===== src/rtl/mem_port_arbiter.sv =====
// ---------------------------------------------------------------------------
// mem_port_arbiter
//
// Shares the single-port data memory between instruction fetch (read-only)
// and the MEM stage (read/write). MEM has fixed priority. A starvation guard
// hands the port to a waiting fetch after STARVE_LIMIT consecutive MEM wins.
// The winning request is registered onto the ram_* port. Read data comes
// straight back from the memory one cycle after the grant.
//
// Ports
//   clk, reset               clock, asynchronous active-low reset
//   if_req/if_addr           fetch read request, held until if_gnt
//   if_gnt                   combinational: fetch accepted this cycle
//   if_valid/if_rdata        fetch read data, valid one cycle after if_gnt
//   mem_req/mem_we/mem_addr/mem_wdata
//                            MEM-stage request, held until mem_gnt
//   mem_gnt                  combinational: MEM request accepted this cycle
//   mem_valid/mem_rdata      MEM read data, valid one cycle after a read grant
//   ram_addr/ram_wdata/ram_we registered memory port
//   ram_rdata                memory read data for the registered ram_addr
//   stall_if/stall_mem       request pending but not granted this cycle
// ---------------------------------------------------------------------------
module mem_port_arbiter #(
    parameter int ADDR_WIDTH   = 8,
    parameter int DATA_WIDTH   = 16,
    parameter int STARVE_LIMIT = 4
) (
    input  logic                  clk,
    input  logic                  reset,
    input  logic                  if_req,
    input  logic [ADDR_WIDTH-1:0] if_addr,
    output logic                  if_gnt,
    output logic                  if_valid,
    output logic [DATA_WIDTH-1:0] if_rdata,
    input  logic                  mem_req,
    input  logic                  mem_we,
    input  logic [ADDR_WIDTH-1:0] mem_addr,
    input  logic [DATA_WIDTH-1:0] mem_wdata,
    output logic                  mem_gnt,
    output logic                  mem_valid,
    output logic [DATA_WIDTH-1:0] mem_rdata,
    output logic [ADDR_WIDTH-1:0] ram_addr,
    output logic [DATA_WIDTH-1:0] ram_wdata,
    output logic                  ram_we,
    input  logic [DATA_WIDTH-1:0] ram_rdata,
    output logic                  stall_if,
    output logic                  stall_mem
);

    localparam int            CW    = $clog2(STARVE_LIMIT + 1);
    localparam logic [CW-1:0] LIMIT = CW'(STARVE_LIMIT);

    // Owner of the memory port during the current cycle
    localparam logic [1:0] IDLE   = 2'd0;
    localparam logic [1:0] IF_OWN = 2'd1;
    localparam logic [1:0] MEM_RD = 2'd2;
    localparam logic [1:0] MEM_WR = 2'd3;

    logic [1:0]            owner_q,     owner_d;
    logic [CW-1:0]         starve_q,    starve_d;
    logic [ADDR_WIDTH-1:0] ram_addr_q,  ram_addr_d;
    logic [DATA_WIDTH-1:0] ram_wdata_q, ram_wdata_d;
    logic                  ifStarved;

    // Grants are gated by reset so nothing is accepted while the block is
    // held in reset, even though the request inputs may be active.
    assign ifStarved = if_req && (starve_q == LIMIT);
    assign mem_gnt   = reset && mem_req && !ifStarved;
    assign if_gnt    = reset && if_req && !mem_gnt;
    assign stall_if  = reset && if_req && !if_gnt;
    assign stall_mem = reset && mem_req && !mem_gnt;

    // Next-state: the winner's request becomes the port contents next cycle.
    // A fetch has no write data, so ram_wdata keeps its previous value.
    // The starvation count only advances while fetch is actually waiting.
    always_comb begin
        owner_d     = IDLE;
        ram_addr_d  = ram_addr_q;
        ram_wdata_d = ram_wdata_q;
        starve_d    = starve_q;

        if (mem_gnt) begin
            owner_d     = mem_we ? MEM_WR : MEM_RD;
            ram_addr_d  = mem_addr;
            ram_wdata_d = mem_wdata;
        end else if (if_gnt) begin
            owner_d    = IF_OWN;
            ram_addr_d = if_addr;
        end

        if (!if_req || if_gnt) begin
            starve_d = '0;
        end else if (mem_gnt && (starve_q != LIMIT)) begin
            starve_d = starve_q + CW'(1);
        end
    end

    // Reset drops any read in flight, so no valid appears after release.
    always_ff @(posedge clk or negedge reset) begin
        if (!reset) begin
            owner_q     <= IDLE;
            starve_q    <= '0;
            ram_addr_q  <= '0;
            ram_wdata_q <= '0;
        end else begin
            owner_q     <= owner_d;
            starve_q    <= starve_d;
            ram_addr_q  <= ram_addr_d;
            ram_wdata_q <= ram_wdata_d;
        end
    end

    // Write enable and valids are pure decodes of the registered owner.
    assign ram_addr  = ram_addr_q;
    assign ram_wdata = ram_wdata_q;
    assign ram_we    = (owner_q == MEM_WR);
    assign if_valid  = (owner_q == IF_OWN);
    assign mem_valid = (owner_q == MEM_RD);
    assign if_rdata  = ram_rdata;
    assign mem_rdata = ram_rdata;

endmodule


===== config.mk =====
export PLATFORM = sky130hd
export DESIGN_NAME = mem_port_arbiter
export DESIGN_NICKNAME = d
export VERILOG_FILES = /design/src/rtl/mem_port_arbiter.sv
export SDC_FILE = /design/constraint.sdc
export NUM_CORES = 1
export LEC_CHECK = 0
export CORE_ASPECT_RATIO = 0.7
export CORE_MARGIN = 4
export CORE_UTILIZATION = 30
export DETAILED_ROUTE_END_ITERATION = 7
export GPL_TIMING_DRIVEN = 0
export PLACE_DENSITY = 0.74
export SLEW_MARGIN = 20
export SYNTH_ARGS = -nofsm -noshare
export SYNTH_HDL_FRONTEND = slang
export SYNTH_SLANG_ARGS = --single-unit
export TNS_END_PERCENT = 10

===== constraint.sdc =====
create_clock -name clk -period 1.5 [get_ports clk]
set_input_delay 0.3 -clock clk [delete_from_list [all_inputs] [get_ports clk]]
set_output_delay 0.3 -clock clk [all_outputs]
set_load 0.005 [all_outputs]

==> flow_metrics.py, run 1 <==
metrics = {
    "yosys": {
        "ys_types": 26,
        "syn_area_um2": 1540,
        "async_reset_ff_frac": 1.00,
        "synthTopCellsByArea": "dfrtp_1 (47%), buf_4 (16%), mux2_4 (7.8%)",
        "synth_area_leader_cell": "dfrtp_1",
        "ys_warn_count": 0,
        "synth_seq_cells": 29,
        "syn_avg_cell_area_um2": 11.7,
        "ys_seq_area_frac": 0.472,
        "synthCells": 131,
        "syn-num-nets": 186,
        "synth.top_cell.area_share": 0.472,
        "synth_edf_count": 0,
        "synth_ff_type": "dfrtp_1",
    },
    "sta": {
        "fin_skew_ns": 0.00763,
        "setup_ws_ns": -0.213,
        "relSlewSlack": 0.783,
        "period_minus_slack_ns": 1.71,
        "rsz0062_at_grt": "true",
        "min_period_over_period": 1.14,
        "worstMarginPinSlew_ns": 0.325,
        "max_freq_mhz": 584,
        "slew_viol_final": 0,
        "hold_viol": 0,
        "setup_viol": 15,
    },
    "pwr": {
        "ir_worst_vdd_mv": 0.478,
        "leakagePower_nw": 1.34,
        "power_density_nw_per_um2": 809,
    },
    "critical_path": {
        "cpMostUsedCell": "buf_6",
        "cp-start-kind": "flip-flop",
        "cp.required_ns": 1.20,
        "cp_data_arrival_time_ns": 1.41,
        "worst_path_max_delay_cell": "dfrtp_1",
        "crit_fanout": 3,
        "cpPeakStageDelay_ns": 0.40,
        "cp-end-kind": "output port",
        "critPathKind": "reg2out",
        "crit_buf_inv": 3,
        "crit_family": "flip-flops",
        "path_cells": "inv_2 > ha_4 > nand3_4 > buf_6 > and3_4 > buf_6",
    },
    "cts": {
        "insertion_delay_ns": 0.27,
        "numCtsBuffers": 5,
        "root_buffer": "clkbuf_8",
        "path_clk_slew_ns": 0.07,
        "cts.sinks": 29,
        "htreeDepth": 2,
        "cts_tree": "built",
        "clk_path_buf_depth": 2,
    },
    "hold_path": {
        "worst_hold_path_type": "in2async",
    },
    "cells_and_area": {
        "antennaDiodeCount": 0,
        "design_area_um2": 2890,
        "fillers": 416,
        "final_cell_mix": "clkdlybuf4s50_1 (90), buf_4 (38), dfrtp_1 (29)",
        "synthToLayoutAreaGrowth_pct": 88.2,
        "fin_util": 0.595,
        "nets": 304,
        "drive_gt1_frac": 0.356,
        "final_common_cell": "clkdlybuf4s50_1",
    },
    "outcome": {
        "violations": "setup timing",
        "run_status": "finished, violations left",
    },
    "global_routing": {
        "grt_pass1_vias": 1393,
        "gr-total-overflow": 0,
        "grt_start_max_net_pins": 25,
        "grtUsageTotal": 0.131,
        "antenna_found_initial": 0,
        "grt_pass1_wl_um": 6530,
    },
    "floorplan": {
        "fp-row-count": 21,
        "die-height_um": 67.9,
        "ios": 116,
        "initial_core_util": 0.316,
        "die_w_um": 93.6,
        "coreArea_um2": 4860,
        "dieArea_um2": 6350,
    },
    "run": {
        "cap_violations": 0,
    },
    "drt": {
        "avgViaCountPerCell": 4.15,
        "drc_errors": 0,
        "drt_iter0_drc": 22,
        "wl_per_cell_um": 13.4,
        "wl_um": 4290,
        "ant_nets": 0,
        "drt-pass1-iter-count": 4,
        "via_count": 1324,
    },
    "placed_design": {
        "gp_congestion": 0.735,
        "io_buffers": 98,
        "place_hpwl_um": 3310,
        "placed_area_um2": 2620,
    },
}
-- area by class of cell --
class / instances / area (µm²) / area share
tap: 69 / 86.3 / 0.0298
clock inverter: 1 / 5.00 / 0.00173
inverter: 3 / 11.3 / 0.00389
multi-input combinational: 62 / 568 / 0.196
buffer: 36 / 288 / 0.0994
clock buffer: 7 / 96.3 / 0.0333
sequential: 29 / 726 / 0.251
timing repair buffer: 112 / 1110 / 0.385
-- power breakdown --
part	total (W)	switching [W]	leakage [nW]	internal (W)
sequential	0.000933	0.0000516	0.352	0.000882
clock	0.000696	0.000283	0.0542	0.000414
combinational	0.000711	0.000201	0.932	0.000511
total	0.00234	0.000535	1.34	0.00181
-- worst min-delay path, delay by kind of cell --
kind	cells	cell delay, ns
buffers and inverters	3	0.41
-- registers in the layout, summed over array words and instances (netlist names) --
signal,count
ram_wdata,16
ram_addr,8
starve_q,3
owner_q,2
-- worst paths after layout --
| check | startpoint | cells past startpoint | slack, ns | to |
|---|---|---|---|---|
| min in group clk | if_req | 3 | 0.37 | starve_q[1]$_DFFE_PN0P_ |
| worst max register to register | starve_q[0]$_DFFE_PN0P_ | 8 | -0.11 | ram_wdata[7]$_DFFE_PN0N_ |
| worst min register to register | ram_wdata[15]$_DFFE_PN0N_ | 1 | 0.50 | ram_wdata[15]$_DFFE_PN0N_ |
| max in group asynchronous | reset | 2 | 0.85 | ram_wdata[14]$_DFFE_PN0N_ |
| worst max-delay path | starve_q[0]$_DFFE_PN0P_ | 6 | -0.21 | stall_if |
| worst min-delay path | reset | 3 | 0.08 | owner_q[0]$_DFF_PN0_ |
-- routing by layer --
layer  part of all wire  global-route usage  wire [µm]
met1               0.41               0.153       1740
met2               0.51               0.238       2190
met3              0.076              0.0396        325
met4             0.0058              0.0324         25
met5                  0                   0          0
-- synth_stat cells, drive strengths merged, types with 2 or more instances --
cell type and instances:
mux2 16, nor2b 3, nand2 4, inv 3
dfrtp 29, nand3b 2, mux2i 8, and2 2
buf 35, ha 2, o21ai 10, clkbuf 2
nand3 9
-- metrics by stage --
stage	hold slack [ns]	TNS [ns]	total power [W]	setup slack (ns)	std cells
floorplan	0.00441	0	0.00118	0.0427	131
global placement	0.487	-65.77	0.00161	-2.10	298
detailed placement	0.144	-5.78	0.00163	-0.805	299
CTS	0.0758	-1.04	0.00237	-0.307	318
global route	0.0901	-2.83	0.00247	-0.275	319
finish	0.0818	-1.56	0.00234	-0.213	319
-- what timing repair did --
item / CTS / global route
buffers inserted: 9 / 2
hold endpoints to repair: 5 / 0
endpoints found under the setup margin: 16 / 18
pin swaps: 3 / 3
hold buffers: 2 / 0
gates resized for setup: 41 / 6
-- kinds of logic after synthesis --
kind of cell / after synthesis / share of synthesized area
compound gates: 13 / 0.0464
xor+xnor: 1 / 0.00570
fa+ha+maj: 2 / 0.0163
buf+inv: 40 / 0.182
flops: 29 / 0.472
mux: 24 / 0.189
simple gates: 22 / 0.0887
Note: power is estimated with default switching activity, not from simulation.
==> run 2, diff against run 1 <==
--- a/config.mk
+++ b/config.mk
@@ -10,6 +10,7 @@
 export CORE_UTILIZATION = 30
 export DETAILED_ROUTE_END_ITERATION = 7
 export GPL_TIMING_DRIVEN = 0
+export HOLD_SLACK_MARGIN = 0.15
 export PLACE_DENSITY = 0.74
 export SLEW_MARGIN = 20
 export SYNTH_ARGS = -nofsm -noshare
==> run 2 against run 1 <==
The run still ends with setup timing left. Die area is the same. Largest power group unchanged. Setup slack gained 0.0068 ns. Via count shrank 0.68%. Highest routed layer unchanged. Clock skew shrank 0.0022 ns. Non-clock buffer count grew 1. Register-to-register slack is essentially flat. Largest cell class unchanged. Global-route usage grew 0.14 points. Combinational power is essentially flat. First-iteration DRC count grew 59%. Final cell count grew 0.31%. Design area grew 0.43%. Clock power is essentially flat.
==> flow_metrics.py, run 2 (synthesis results as in run 1) <==
metrics = {
    "outcome": {
        "run_status": "finished, violations left",
        "violations": "setup timing",
    },
    "sta": {
        "setup_viol": 13,
        "min_period_over_period": 1.14,
        "hold_viol": 0,
        "slew_viol_final": 0,
        "max_freq_mhz": 586,
        "rsz0062_at_grt": "true",
        "setup_ws_ns": -0.206,
        "worstMarginPinSlew_ns": 0.312,
        "period_minus_slack_ns": 1.71,
        "setup-tns-final_ns": -1.44,
        "whs_ns": 0.369,
        "fin_skew_ns": 0.00547,
        "relSlewSlack": 0.791,
    },
    "cts": {
        "htreeDepth": 2,
        "cts_tree": "built",
        "clk_path_buf_depth": 2,
        "insertion_delay_ns": 0.27,
        "cts.sinks": 29,
        "root_buffer": "clkbuf_8",
        "numCtsBuffers": 5,
        "path_clk_slew_ns": 0.06,
    },
    "run": {
        "cap_violations": 0,
    },
    "cells_and_area": {
        "drive_gt1_frac": 0.355,
        "final_cell_mix": "clkdlybuf4s50_1 (89), buf_4 (38), dfrtp_1 (29)",
        "synthToLayoutAreaGrowth_pct": 89.0,
        "layout.cells.non_filler": 320,
        "fin_util": 0.598,
        "largest_reg_flops": 16,
        "nets": 305,
        "final_common_cell": "clkdlybuf4s50_1",
        "antennaDiodeCount": 0,
    },
    "drt": {
        "via_count": 1315,
        "avgViaCountPerCell": 4.11,
        "drt_iter0_drc": 35,
        "wl_um": 4310,
        "drc_errors": 0,
        "drt-pass1-iter-count": 4,
        "wl_per_cell_um": 13.5,
        "ant_nets": 0,
    },
    "floorplan": {
        "initial_core_util": 0.316,
        "coreArea_um2": 4860,
        "die-height_um": 67.9,
        "fp-row-count": 21,
        "die_w_um": 93.6,
        "dieArea_um2": 6350,
        "ios": 116,
    },
    "placed_design": {
        "io_buffers": 98,
        "place_hpwl_um": 3310,
        "dp.cells": 299,
        "pre_cts_ws_ns": -0.805,
        "gp_congestion": 0.735,
    },
    "global_routing": {
        "grt_start_max_net_pins": 25,
        "grt_pass1_wl_um": 6560,
        "antenna_found_initial": 0,
        "grtUsageTotal": 0.132,
        "gr-total-overflow": 0,
        "grt_pass1_vias": 1409,
    },
    "hold_path": {
        "holdPathStages": 3,
        "worst_hold_path_type": "in2reg",
        "hp-start": "if_req",
        "min_to": "starve_q[2]$_DFFE_PN0P_",
    },
    "critical_path": {
        "crit-reg2reg-launch": "starve_q[0]$_DFFE_PN0P_",
        "cp.required_ns": 1.20,
        "cp-start-kind": "flip-flop",
        "critPathKind": "reg2out",
        "cp-end-kind": "output port",
        "cp_data_arrival_time_ns": 1.41,
        "rr_worst_depth": 8,
        "reg2reg_to": "ram_wdata[7]$_DFFE_PN0N_",
        "crit_fanout": 3,
        "ff2ff_setup_slack_ns": -0.10,
    },
    "pwr": {
        "leakagePower_nw": 1.35,
        "power_density_nw_per_um2": 806,
        "ir_worst_vdd_mv": 0.477,
    },
}
==> run 2: cell types whose count changed in the layout (fill, tap and decap cells not counted) <==
| cell | before | now |
|---|---|---|
| dlymetal6s2s_1 | 0 | 1 |
| dlygate4sd3_1 | 1 | 2 |
| clkdlybuf4s50_1 | 90 | 89 |
==> run 2: worst max-delay path by stage <==
stage                                  from       end  slack, ns  cells past startpoint
floorplan           starve_q[0]$_DFFE_PN0P_  stall_if       0.04                      5
finish              starve_q[0]$_DFFE_PN0P_  stall_if      -0.21                      6
global route        starve_q[0]$_DFFE_PN0P_  stall_if      -0.28                      6
detailed placement                    reset  stall_if      -0.81                      6
CTS                 starve_q[0]$_DFFE_PN0P_  stall_if      -0.31                      7
global placement                      reset  stall_if      -2.10                      5
==> run 2: report_power, final <==
part           internal, W  switching [W]  leakage [nW]  total, W
clock             0.000414       0.000284        0.0542  0.000698
sequential        0.000882      0.0000512         0.352  0.000933
combinational     0.000511       0.000201         0.946  0.000712
total              0.00181       0.000536          1.35   0.00234
==> run 2: metal layers <==
layer | track usage | vias to the layer above | share of wire
met2 | 0.240 | 42 | 0.52
met3 | 0.0396 | 2 | 0.071
met4 | 0.0432 | 0 | 0.0063
met5 | 0 | - | 0
met1 | 0.151 | 625 | 0.40
li1 | - | 646 | -
==> run 2: critical path, cell delays in order (launching register included) <==
cell     delay, ns
dfrtp_1       0.39
inv_2         0.09
ha_4          0.14
nand3_4       0.09
buf_6         0.15
and3_4        0.16
buf_6         0.11
==> run 2: final cells by class <==
class | count | area [µm²]
fillers | 416 | 1950
repair buffers | 113 | 1130
flip-flops and latches | 29 | 726
multi-input cells | 62 | 568
plain buffers | 36 | 288
clock buffers | 7 | 96.3
well taps | 69 | 86.3
inverters | 3 | 11.3
clock inverters | 1 | 5.00
==> run 2: what timing repair did <==
| action | in CTS | in global routing |
|---|---|---|
| hold buffers | 3 | 0 |
| setup endpoints to repair | 16 | 19 |
| gates cloned | 0 | 0 |
| buffers inserted | 9 | 2 |
| gates resized for setup | 41 | 7 |
| pin swaps | 3 | 3 |
| endpoints found under the hold margin | 29 | 0 |
==> run 2: stage by stage <==
stage / total power [W] / cell area [µm²]
after floorplan: 0.00118 / 1540
after global placement: 0.00161 / 2610
after detailed placement: 0.00163 / 2620
after CTS: 0.00237 / 2890
after global routing: 0.00248 / 2910
final: 0.00234 / 2910
